===== config.mk =====
export PLATFORM = sky130hd
export DESIGN_NAME = oclib_csr_tree_router_flat
export DESIGN_NICKNAME = d
export VERILOG_FILES = /design/src/rtl/oclib_csr_tree_router_if.sv /design/src/rtl/oclib_csr_tree_router.sv /design/src/flat_wrapper.sv
export SDC_FILE = /design/constraint.sdc
export NUM_CORES = 1
export LEC_CHECK = 0
export ABC_CLOCK_PERIOD_IN_PS = 6850
export BUFFER_PORTS_ARGS = -buffer_cell sky130_fd_sc_hd__buf_2
export CAP_MARGIN = 20
export CORE_UTILIZATION = 31
export CTS_CLUSTER_SIZE = 8
export DETAILED_ROUTE_END_ITERATION = 7
export PLACE_DENSITY_LB_ADDON = 0.15
export SYNTH_ARGS = -nofsm -noshare
export SYNTH_HDL_FRONTEND = slang
export SYNTH_SLANG_ARGS = --single-unit

===== constraint.sdc =====
create_clock -name clock -period 6.85 [get_ports clock]
set_input_delay 0.685 -clock clock [delete_from_list [all_inputs] [get_ports clock]]
set_output_delay 0.685 -clock clock [all_outputs]
set_load 0.03 [all_outputs]

===== src/rtl/oclib_csr_tree_router_if.sv =====
// CSR tree router bus: upstream request/response plus the fanned-out downstream ports.
// The router connects through the slave modport; its environment uses the master modport.
interface oclib_csr_tree_router_if #(
  parameter int Outputs      = 8,
  parameter int DataWidth    = 32,
  parameter int AddressWidth = 32,
  parameter int BlockIdBits  = 16
);
  // Upstream side
  logic                         inRead;
  logic                         inWrite;
  logic [BlockIdBits-1:0]       inToBlock;
  logic [AddressWidth-1:0]      inAddress;
  logic [DataWidth-1:0]         inWdata;
  logic                         inReady;
  logic                         inError;
  logic [DataWidth-1:0]         inRdata;
  // Downstream side
  logic [Outputs-1:0]           outRead;
  logic [Outputs-1:0]           outWrite;
  logic [AddressWidth-1:0]      outAddress;
  logic [DataWidth-1:0]         outWdata;
  logic [Outputs-1:0]           outReady;
  logic [Outputs-1:0]           outError;
  logic [Outputs*DataWidth-1:0] outRdata;

  modport slave (
    input  inRead, inWrite, inToBlock, inAddress, inWdata, outReady, outError, outRdata,
    output inReady, inError, inRdata, outRead, outWrite, outAddress, outWdata
  );

  modport master (
    output inRead, inWrite, inToBlock, inAddress, inWdata, outReady, outError, outRdata,
    input  inReady, inError, inRdata, outRead, outWrite, outAddress, outWdata
  );
endinterface


===== src/rtl/oclib_csr_tree_router.sv =====
// CSR tree router: forwards one upstream CSR request to the downstream port selected by
// key/mask decode of the block ID (lowest index wins), and always answers upstream --
// unmatched IDs and silent targets come back as errors instead of hanging the tree.
module oclib_csr_tree_router #(
  parameter int Outputs      = 8,
  parameter int DataWidth    = 32,
  parameter int AddressWidth = 32,
  parameter int BlockIdBits  = 16,
  // All-ones key additionally means "match toblock == port index".
  parameter logic [Outputs-1:0][BlockIdBits-1:0] OutputBlockIdKey  = '1,
  parameter logic [Outputs-1:0][BlockIdBits-1:0] OutputBlockIdMask = '0,
  parameter int TimeoutCycles     = 1024,
  parameter bit DecodeErrorEnable = 1'b1
) (
  input  logic                  clock,
  input  logic                  reset,
  oclib_csr_tree_router_if.slave bus,
  output logic                  timeoutEvent,
  output logic [7:0]            timeoutCount
);
  localparam int SelBits = (Outputs > 1) ? $clog2(Outputs) : 1;

  typedef enum logic [2:0] {Idle, Decode, Access, Respond, Wait} state_t;

  state_t                  state_r, stateNext_s;
  logic [AddressWidth-1:0] address_r;
  logic [DataWidth-1:0]    wdata_r;
  logic [BlockIdBits-1:0]  toBlock_r;
  logic                    isWrite_r;
  logic [SelBits-1:0]      sel_r;
  logic [31:0]             accessCount_r;
  logic                    respError_r;
  logic [DataWidth-1:0]    respRdata_r;
  logic [Outputs-1:0]      outRead_r, outWrite_r;
  logic                    inReady_r, inError_r;
  logic [DataWidth-1:0]    inRdata_r;
  logic                    timeoutEvent_r;
  logic [7:0]              timeoutCount_r;

  logic [Outputs-1:0]      matchVec_s;
  logic                    decodeHit_s;
  logic                    decodeFail_s;
  logic [SelBits-1:0]      decodeSel_s;
  logic [Outputs-1:0]      selOneHot_s;
  logic                    request_s;
  logic                    readyHit_s;
  logic                    timeoutHit_s;

  // Lowest set index of a match vector; zero when nothing matches (the fallback port).
  function automatic logic [SelBits-1:0] lowestIndex(input logic [Outputs-1:0] vec);
    logic [SelBits-1:0] idx;
    idx = '0;
    for (int i = Outputs - 1; i >= 0; i--) begin
      if (vec[i]) begin
        idx = SelBits'(i);
      end else begin
        idx = idx;
      end
    end
    return idx;
  endfunction

  for (genvar i = 0; i < Outputs; i++) begin : gMatch
    assign matchVec_s[i] =
      ((toBlock_r & ~OutputBlockIdMask[i]) == (OutputBlockIdKey[i] & ~OutputBlockIdMask[i])) ||
      ((OutputBlockIdKey[i] == {BlockIdBits{1'b1}}) && (toBlock_r == BlockIdBits'(i)));
  end

  assign decodeHit_s  = |matchVec_s;
  assign decodeFail_s = !decodeHit_s && DecodeErrorEnable;
  assign decodeSel_s  = lowestIndex(matchVec_s);
  assign selOneHot_s  = Outputs'(1'b1) << decodeSel_s;
  assign request_s    = bus.inRead || bus.inWrite;
  // Only the selected port's feedback is looked at.
  assign readyHit_s   = bus.outReady[sel_r];
  // Ready in the expiry cycle beats the timeout.
  assign timeoutHit_s = (TimeoutCycles != 0) && !readyHit_s &&
                        ((accessCount_r + 32'd1) == 32'(TimeoutCycles));

  // FSM state register.
  always_ff @(posedge clock or posedge reset) begin
    if (reset) state_r <= Idle;
    else       state_r <= stateNext_s;
  end

  // FSM next-state decode.
  always_comb begin
    stateNext_s = state_r;
    case (state_r)
      Idle: begin
        if (request_s) stateNext_s = Decode;
        else           stateNext_s = Idle;
      end
      Decode: begin
        if (decodeFail_s) stateNext_s = Respond;
        else              stateNext_s = Access;
      end
      Access: begin
        if (readyHit_s || timeoutHit_s) stateNext_s = Respond;
        else                            stateNext_s = Access;
      end
      Respond: stateNext_s = Wait;
      Wait: begin
        if (!request_s) stateNext_s = Idle;
        else            stateNext_s = Wait;
      end
      default: stateNext_s = Idle;
    endcase
  end

  // Request capture, downstream strobes, response latching and timeout bookkeeping.
  always_ff @(posedge clock or posedge reset) begin
    if (reset) begin
      address_r      <= '0;
      wdata_r        <= '0;
      toBlock_r      <= '0;
      isWrite_r      <= 1'b0;
      sel_r          <= '0;
      accessCount_r  <= 32'd0;
      respError_r    <= 1'b0;
      respRdata_r    <= '0;
      outRead_r      <= '0;
      outWrite_r     <= '0;
      inReady_r      <= 1'b0;
      inError_r      <= 1'b0;
      inRdata_r      <= '0;
      timeoutEvent_r <= 1'b0;
      timeoutCount_r <= 8'd0;
    end else begin
      inReady_r      <= 1'b0;
      inError_r      <= 1'b0;
      inRdata_r      <= '0;
      timeoutEvent_r <= 1'b0;
      case (state_r)
        Idle: begin
          if (request_s) begin
            address_r <= bus.inAddress;
            wdata_r   <= bus.inWdata;
            toBlock_r <= bus.inToBlock;
            isWrite_r <= bus.inWrite;   // write wins when both are raised
          end
        end
        Decode: begin
          accessCount_r <= 32'd0;
          sel_r         <= decodeSel_s;
          if (decodeFail_s) begin
            respError_r <= 1'b1;
            respRdata_r <= '0;
          end else begin
            outRead_r  <= isWrite_r ? '0 : selOneHot_s;
            outWrite_r <= isWrite_r ? selOneHot_s : '0;
          end
        end
        Access: begin
          if (readyHit_s) begin
            outRead_r   <= '0;
            outWrite_r  <= '0;
            respError_r <= bus.outError[sel_r];
            respRdata_r <= isWrite_r ? '0 : bus.outRdata[sel_r*DataWidth +: DataWidth];
          end else if (timeoutHit_s) begin
            outRead_r      <= '0;
            outWrite_r     <= '0;
            respError_r    <= 1'b1;
            respRdata_r    <= '0;
            timeoutEvent_r <= 1'b1;
            if (timeoutCount_r != 8'hFF) timeoutCount_r <= timeoutCount_r + 8'd1;
            else                         timeoutCount_r <= timeoutCount_r;
          end else begin
            accessCount_r <= accessCount_r + 32'd1;
          end
        end
        Respond: begin
          inReady_r <= 1'b1;
          inError_r <= respError_r;
          inRdata_r <= respRdata_r;
        end
        default: begin
          inReady_r <= 1'b0;
        end
      endcase
    end
  end

  assign bus.inReady    = inReady_r;
  assign bus.inError    = inError_r;
  assign bus.inRdata    = inRdata_r;
  assign bus.outRead    = outRead_r;
  assign bus.outWrite   = outWrite_r;
  assign bus.outAddress = address_r;
  assign bus.outWdata   = wdata_r;
  assign timeoutEvent   = timeoutEvent_r;
  assign timeoutCount   = timeoutCount_r;
endmodule

===== src/flat_wrapper.sv =====
// flat-port wrapper written by rule: the top's interface ports become plain ports
module oclib_csr_tree_router_flat 
#(
  parameter int Outputs      = 8,
  parameter int DataWidth    = 32,
  parameter int AddressWidth = 32,
  parameter int BlockIdBits  = 16,
                                                                   
  parameter logic [Outputs-1:0][BlockIdBits-1:0] OutputBlockIdKey  = '1,
  parameter logic [Outputs-1:0][BlockIdBits-1:0] OutputBlockIdMask = '0,
  parameter int TimeoutCycles     = 1024,
  parameter bit DecodeErrorEnable = 1'b1
)
  (clock, reset, timeoutEvent, timeoutCount, bus_inRead, bus_inWrite, bus_inToBlock, bus_inAddress, bus_inWdata, bus_outReady, bus_outError, bus_outRdata, bus_inReady, bus_inError, bus_inRdata, bus_outRead, bus_outWrite, bus_outAddress, bus_outWdata);
  oclib_csr_tree_router_if #(.Outputs(Outputs), .DataWidth(DataWidth), .AddressWidth(AddressWidth), .BlockIdBits(BlockIdBits)) bus_i ();
  input  logic clock;
  input  logic reset;
  output logic timeoutEvent;
  output logic [7:0] timeoutCount;
  input wire logic [$bits(bus_i.inRead)-1:0] bus_inRead;
  input wire logic [$bits(bus_i.inWrite)-1:0] bus_inWrite;
  input wire logic [$bits(bus_i.inToBlock)-1:0] bus_inToBlock;
  input wire logic [$bits(bus_i.inAddress)-1:0] bus_inAddress;
  input wire logic [$bits(bus_i.inWdata)-1:0] bus_inWdata;
  input wire logic [$bits(bus_i.outReady)-1:0] bus_outReady;
  input wire logic [$bits(bus_i.outError)-1:0] bus_outError;
  input wire logic [$bits(bus_i.outRdata)-1:0] bus_outRdata;
  output wire logic [$bits(bus_i.inReady)-1:0] bus_inReady;
  output wire logic [$bits(bus_i.inError)-1:0] bus_inError;
  output wire logic [$bits(bus_i.inRdata)-1:0] bus_inRdata;
  output wire logic [$bits(bus_i.outRead)-1:0] bus_outRead;
  output wire logic [$bits(bus_i.outWrite)-1:0] bus_outWrite;
  output wire logic [$bits(bus_i.outAddress)-1:0] bus_outAddress;
  output wire logic [$bits(bus_i.outWdata)-1:0] bus_outWdata;
  assign bus_i.inRead = bus_inRead;
  assign bus_i.inWrite = bus_inWrite;
  assign bus_i.inToBlock = bus_inToBlock;
  assign bus_i.inAddress = bus_inAddress;
  assign bus_i.inWdata = bus_inWdata;
  assign bus_i.outReady = bus_outReady;
  assign bus_i.outError = bus_outError;
  assign bus_i.outRdata = bus_outRdata;
  assign bus_inReady = bus_i.inReady;
  assign bus_inError = bus_i.inError;
  assign bus_inRdata = bus_i.inRdata;
  assign bus_outRead = bus_i.outRead;
  assign bus_outWrite = bus_i.outWrite;
  assign bus_outAddress = bus_i.outAddress;
  assign bus_outWdata = bus_i.outWdata;
  oclib_csr_tree_router #(.Outputs(Outputs), .DataWidth(DataWidth), .AddressWidth(AddressWidth), .BlockIdBits(BlockIdBits), .OutputBlockIdKey(OutputBlockIdKey), .OutputBlockIdMask(OutputBlockIdMask), .TimeoutCycles(TimeoutCycles), .DecodeErrorEnable(DecodeErrorEnable)) u_core (.clock(clock), .reset(reset), .bus(bus_i), .timeoutEvent(timeoutEvent), .timeoutCount(timeoutCount));
endmodule

==> out/metrics.yaml <==
drt:
  totalWireLength_mm: 37.3
  detailroute.via_count: 9190
  drt_pass1_iterations: 5
  antenna_violating_nets_post_route: 0
  dr.first_iter.drc_count: 505
  routedWlPerCell_um: 21.0
  detail_route.vias_per_cell: 5.17
  drc_errors: 0
synth:
  synth_warnings: 0
  synth_top_area_share_pct: 47.9
  synth-edff-count: 0
  synthDistinctLibCells: 63
  ys_async_sr_fraction_pct: 100
  syn_nets: 1218
  share_of_synthesized_area_occupied_by_flip_flops_and_latches_pct: 47.9
  complex_gate_fraction_of_the_synthesized_area_pct: 7.02
  post_synth.cell_area_avg_um2: 12.8
  synth.ff_latch_count: 211
  synth_largest_area_cell: "sky130_fd_sc_hd__dfrtp_1"
  number_of_instances_in_the_synthesized_netlist: 860
  post_synth_fa_ha_maj_area_fraction_pct: 0.227
  synthXorXnorAreaFrac_pct: 1.59
  synth.cell_area_um2: 11000
  synth_top_family_by_area: "multiplexers"
  ys_dominant_reg_cell: "sky130_fd_sc_hd__dfrtp_1"
  synth_simple_gate_area_share_pct: 13.1
  synthTopCellsByArea: "sky130_fd_sc_hd__dfrtp_1 (48%), sky130_fd_sc_hd__mux4_2 (14%), sky130_fd_sc_hd__mux2_2 (9.8%)"
  muxShareOfSynthArea_pct: 27.4
grt:
  total_routing_usage_reported_by_global_routing_pct: 20.3
  met1_usage_pct: 25.4
  global_route_track_usage_on_met3_pct: 4.18
  maximum_number_of_pins_on_one_net_before_global_route_repair: 84
  antenna_found_initial: 14
  first_global_vias: 9555
  groute.layer.met2.usage_pct: 34.4
  grt_pass1_wl_mm: 56.3
  grt.overflow.total: 0
  gr-max-usage-layer: "met2"
setup_path:
  slowest_delay_ps: 890
  cell_type_group_with_the_largest_total_delay_on_the_critical_path: "simple AND/OR/NAND/NOR gates"
  reg2reg_from: "u_core.accessCount_r[0]"
  timing.critical_path.fanout_max: 28
  cp.arrival_ps: 4860
  rr_endpoint: "u_core.accessCount_r[0]"
  critPathKind: "flip-flop to flip-flop"
  critical_path_startpoint_category: "flip-flop"
  required_ps: 7330
  critPathBufInv: 0
  ff2ff_path_depth: 9
  rrSetupSlack_ps: 2470
  critical_path.endpoint_type: "flip-flop"
  cpMaxStageDelayCell: "sky130_fd_sc_hd__a211o_1"
  worstPathCellList: "ha_1 > nand3_1 > or4_1 > or2_2 > xor2_1 > nand4_1 > nor4_1 > a211o_1 > mux2_2"
pwr:
  switching_share_pct: 36.6
  clock_power_share_pct: 26.7
  power_report.internal_total_uw: 3110
  power.static_leakage_uw: 0.00692
  p_seq_share_pct: 37.2
  netSwitchingPower_uw: 1800
  power.density_cell_area_nw_per_um2: 335
  worst_ir_drop_vdd_v: 0.000204
  share_comb_of_total_power_pct: 36.1
clock_tree:
  clock_sinks: 211
  htree_num_levels: 1
  tritoncts.num_buffers: 30
  cts-root-to-sink-buffers: 3
  post-cts-setup-buffer-count: 0
  clkLatencyLatePin_ps: 540
  clock-root-buffer: "sky130_fd_sc_hd__clkbuf_16"
  cts-resized-gates: 0
  clkSlewWorstSetupHoldPaths_ps: 50
  tritoncts: "done"
  cts_hold_buffers: 0
job:
  max_cap_viol_count: 0
floorplan:
  die_x_um: 191
  placement_rows: 68
  placeableCoreArea_um2: 34800
  dieArea_um2: 36300
  ios: 479
  die-height_um: 191
  start_util_pct: 31.7
status:
  run_status: "completed"
sta:
  max_slew_margin_pct: 27.8
  slew_violations: 0
  fmax_ghz: 0.228
  least_margin_pin_slew_ps: 1080
  period_share_pct: 64.0
  hold_violations: 0
  number_of_setup_violations_in_the_final_report: 0
  final_period_minus_worst_setup_slack_ps: 4380
  fin_setup_tns_ps: 0
  grt_setup_unrepaired: "no"
  skew_ps: 8.20
placed_design:
  placed_cell_area_um2: 13800
  placement.io_buffers: 478
  place.detailed.hpwl_mm: 28.3
  gp_congestion: 0.889
layout:
  most_common_cell_after_layout_fill_and_taps_aside: "sky130_fd_sc_hd__buf_2"
  drive_gt1_share_pct: 54.2
  n_fill_cell: 3400
  final_cell_mix: "sky130_fd_sc_hd__buf_2 (478), sky130_fd_sc_hd__dfrtp_1 (208), sky130_fd_sc_hd__mux2_2 (96)"
  final_design_area_no_fill_um2: 14600
  final_net_count: 1667
  syn_to_final_growth_pct: 32.9
min_path:
  hp-class: "input pin to async pin"
## routing by layer
metal | wire length, µm | part of all wire [%]
met1 | 15200 | 41
met2 | 19000 | 51
met3 | 2120 | 5.7
met4 | 956 | 2.6
met5 | 35 | 0.094
## power groups by stage
stage	Clock [µW]	Combinational [µW]	Sequential, µW
finish	1310	1770	1830
detailed placement	0	1800	1840
global route	1410	1890	1880
floorplan	0	803	2250
global placement	0	1790	1830
CTS	1360	1800	1830
## state kept, by name (all words and copies together) (netlist names), 8 cells and up
signal	count
u_core.bus.outWrite	8
u_core.bus.inRdata	32
u_core.accessCount_r	32
u_core.toBlock_r	16
u_core.bus.outRead	8
u_core.respRdata_r	32
u_core.bus.outWdata	32
u_core.bus.outAddress	32
u_core.timeoutCount	8
## through the flow
step	power [µW]	hold slack (ps)	setup WS (ps)	instances	utilization (%)
after floorplan	3050	448	399	860	-
after global placement	3620	463	2550	1731	39.6
after detailed placement	3640	464	2480	1731	39.6
after CTS	4980	248	2490	1767	41.9
after global routing	5170	280	2250	1777	42.1
final	4910	238	2470	1779	42.1
## cell type report
type,instances,area [µm²],share of cell area [%]
Timing Repair Buffer,488,2490,17.0
Sequential cell,211,5290,36.1
Tap cell,455,569,3.89
Multi-Input combinational cell,572,5450,37.2
Clock inverter,1,5.00,0.0342
Antenna cell,11,27.5,0.188
Inverter,6,30.0,0.205
Clock buffer,35,791,5.40
## logic make-up (layout without fill, tap and decap cells)
logic type      after synthesis  count (layout)
buf+inv                      77             530
simple gates                253             253
xor+xnor                     20              20
compound gates               94              94
other cells                   0              11
fa+ha+maj                     2               2
flops                       211             211
mux                         203             203
## synth_stat cells, types with 3 or more instances
library cell	count
sky130_fd_sc_hd__o2bb2ai_1	32
sky130_fd_sc_hd__clkbuf_1	48
sky130_fd_sc_hd__o31ai_1	4
sky130_fd_sc_hd__o21ai_0	8
sky130_fd_sc_hd__or4_1	11
sky130_fd_sc_hd__nand3_1	23
sky130_fd_sc_hd__nor3b_1	4
sky130_fd_sc_hd__buf_2	9
sky130_fd_sc_hd__buf_1	9
sky130_fd_sc_hd__or2_2	6
sky130_fd_sc_hd__nand3b_1	3
sky130_fd_sc_hd__nand4_1	22
sky130_fd_sc_hd__dfrtp_1	211
sky130_fd_sc_hd__inv_1	6
sky130_fd_sc_hd__nor2_1	41
sky130_fd_sc_hd__a221o_1	9
sky130_fd_sc_hd__and2_1	37
sky130_fd_sc_hd__or3_1	7
sky130_fd_sc_hd__nor3_1	17
sky130_fd_sc_hd__mux2_2	96
sky130_fd_sc_hd__clkbuf_2	4
sky130_fd_sc_hd__mux4_2	68
sky130_fd_sc_hd__a211o_1	8
sky130_fd_sc_hd__nand2_1	31
sky130_fd_sc_hd__xor2_1	12
sky130_fd_sc_hd__mux2i_1	35
sky130_fd_sc_hd__mux2_4	3
sky130_fd_sc_hd__and3_1	18
sky130_fd_sc_hd__nand2b_1	5
sky130_fd_sc_hd__nor4_1	15
sky130_fd_sc_hd__a21o_1	7
sky130_fd_sc_hd__xnor2_1	8
sky130_fd_sc_hd__a21oi_1	4
## worst max-delay path by stage
stage	start	end	cells past startpoint	slack, ps
after floorplan	reset	u_core.accessCount_r[0]	1	400
after global placement	u_core.accessCount_r[10]	u_core.accessCount_r[0]	7	2550
after detailed placement	u_core.accessCount_r[10]	u_core.accessCount_r[0]	7	2480
after CTS	u_core.accessCount_r[4]	u_core.accessCount_r[0]	7	2490
after global routing	u_core.accessCount_r[16]	u_core.accessCount_r[0]	8	2250
final	u_core.accessCount_r[0]	u_core.accessCount_r[0]	9	2470
Power figures use the tool's default switching activity.
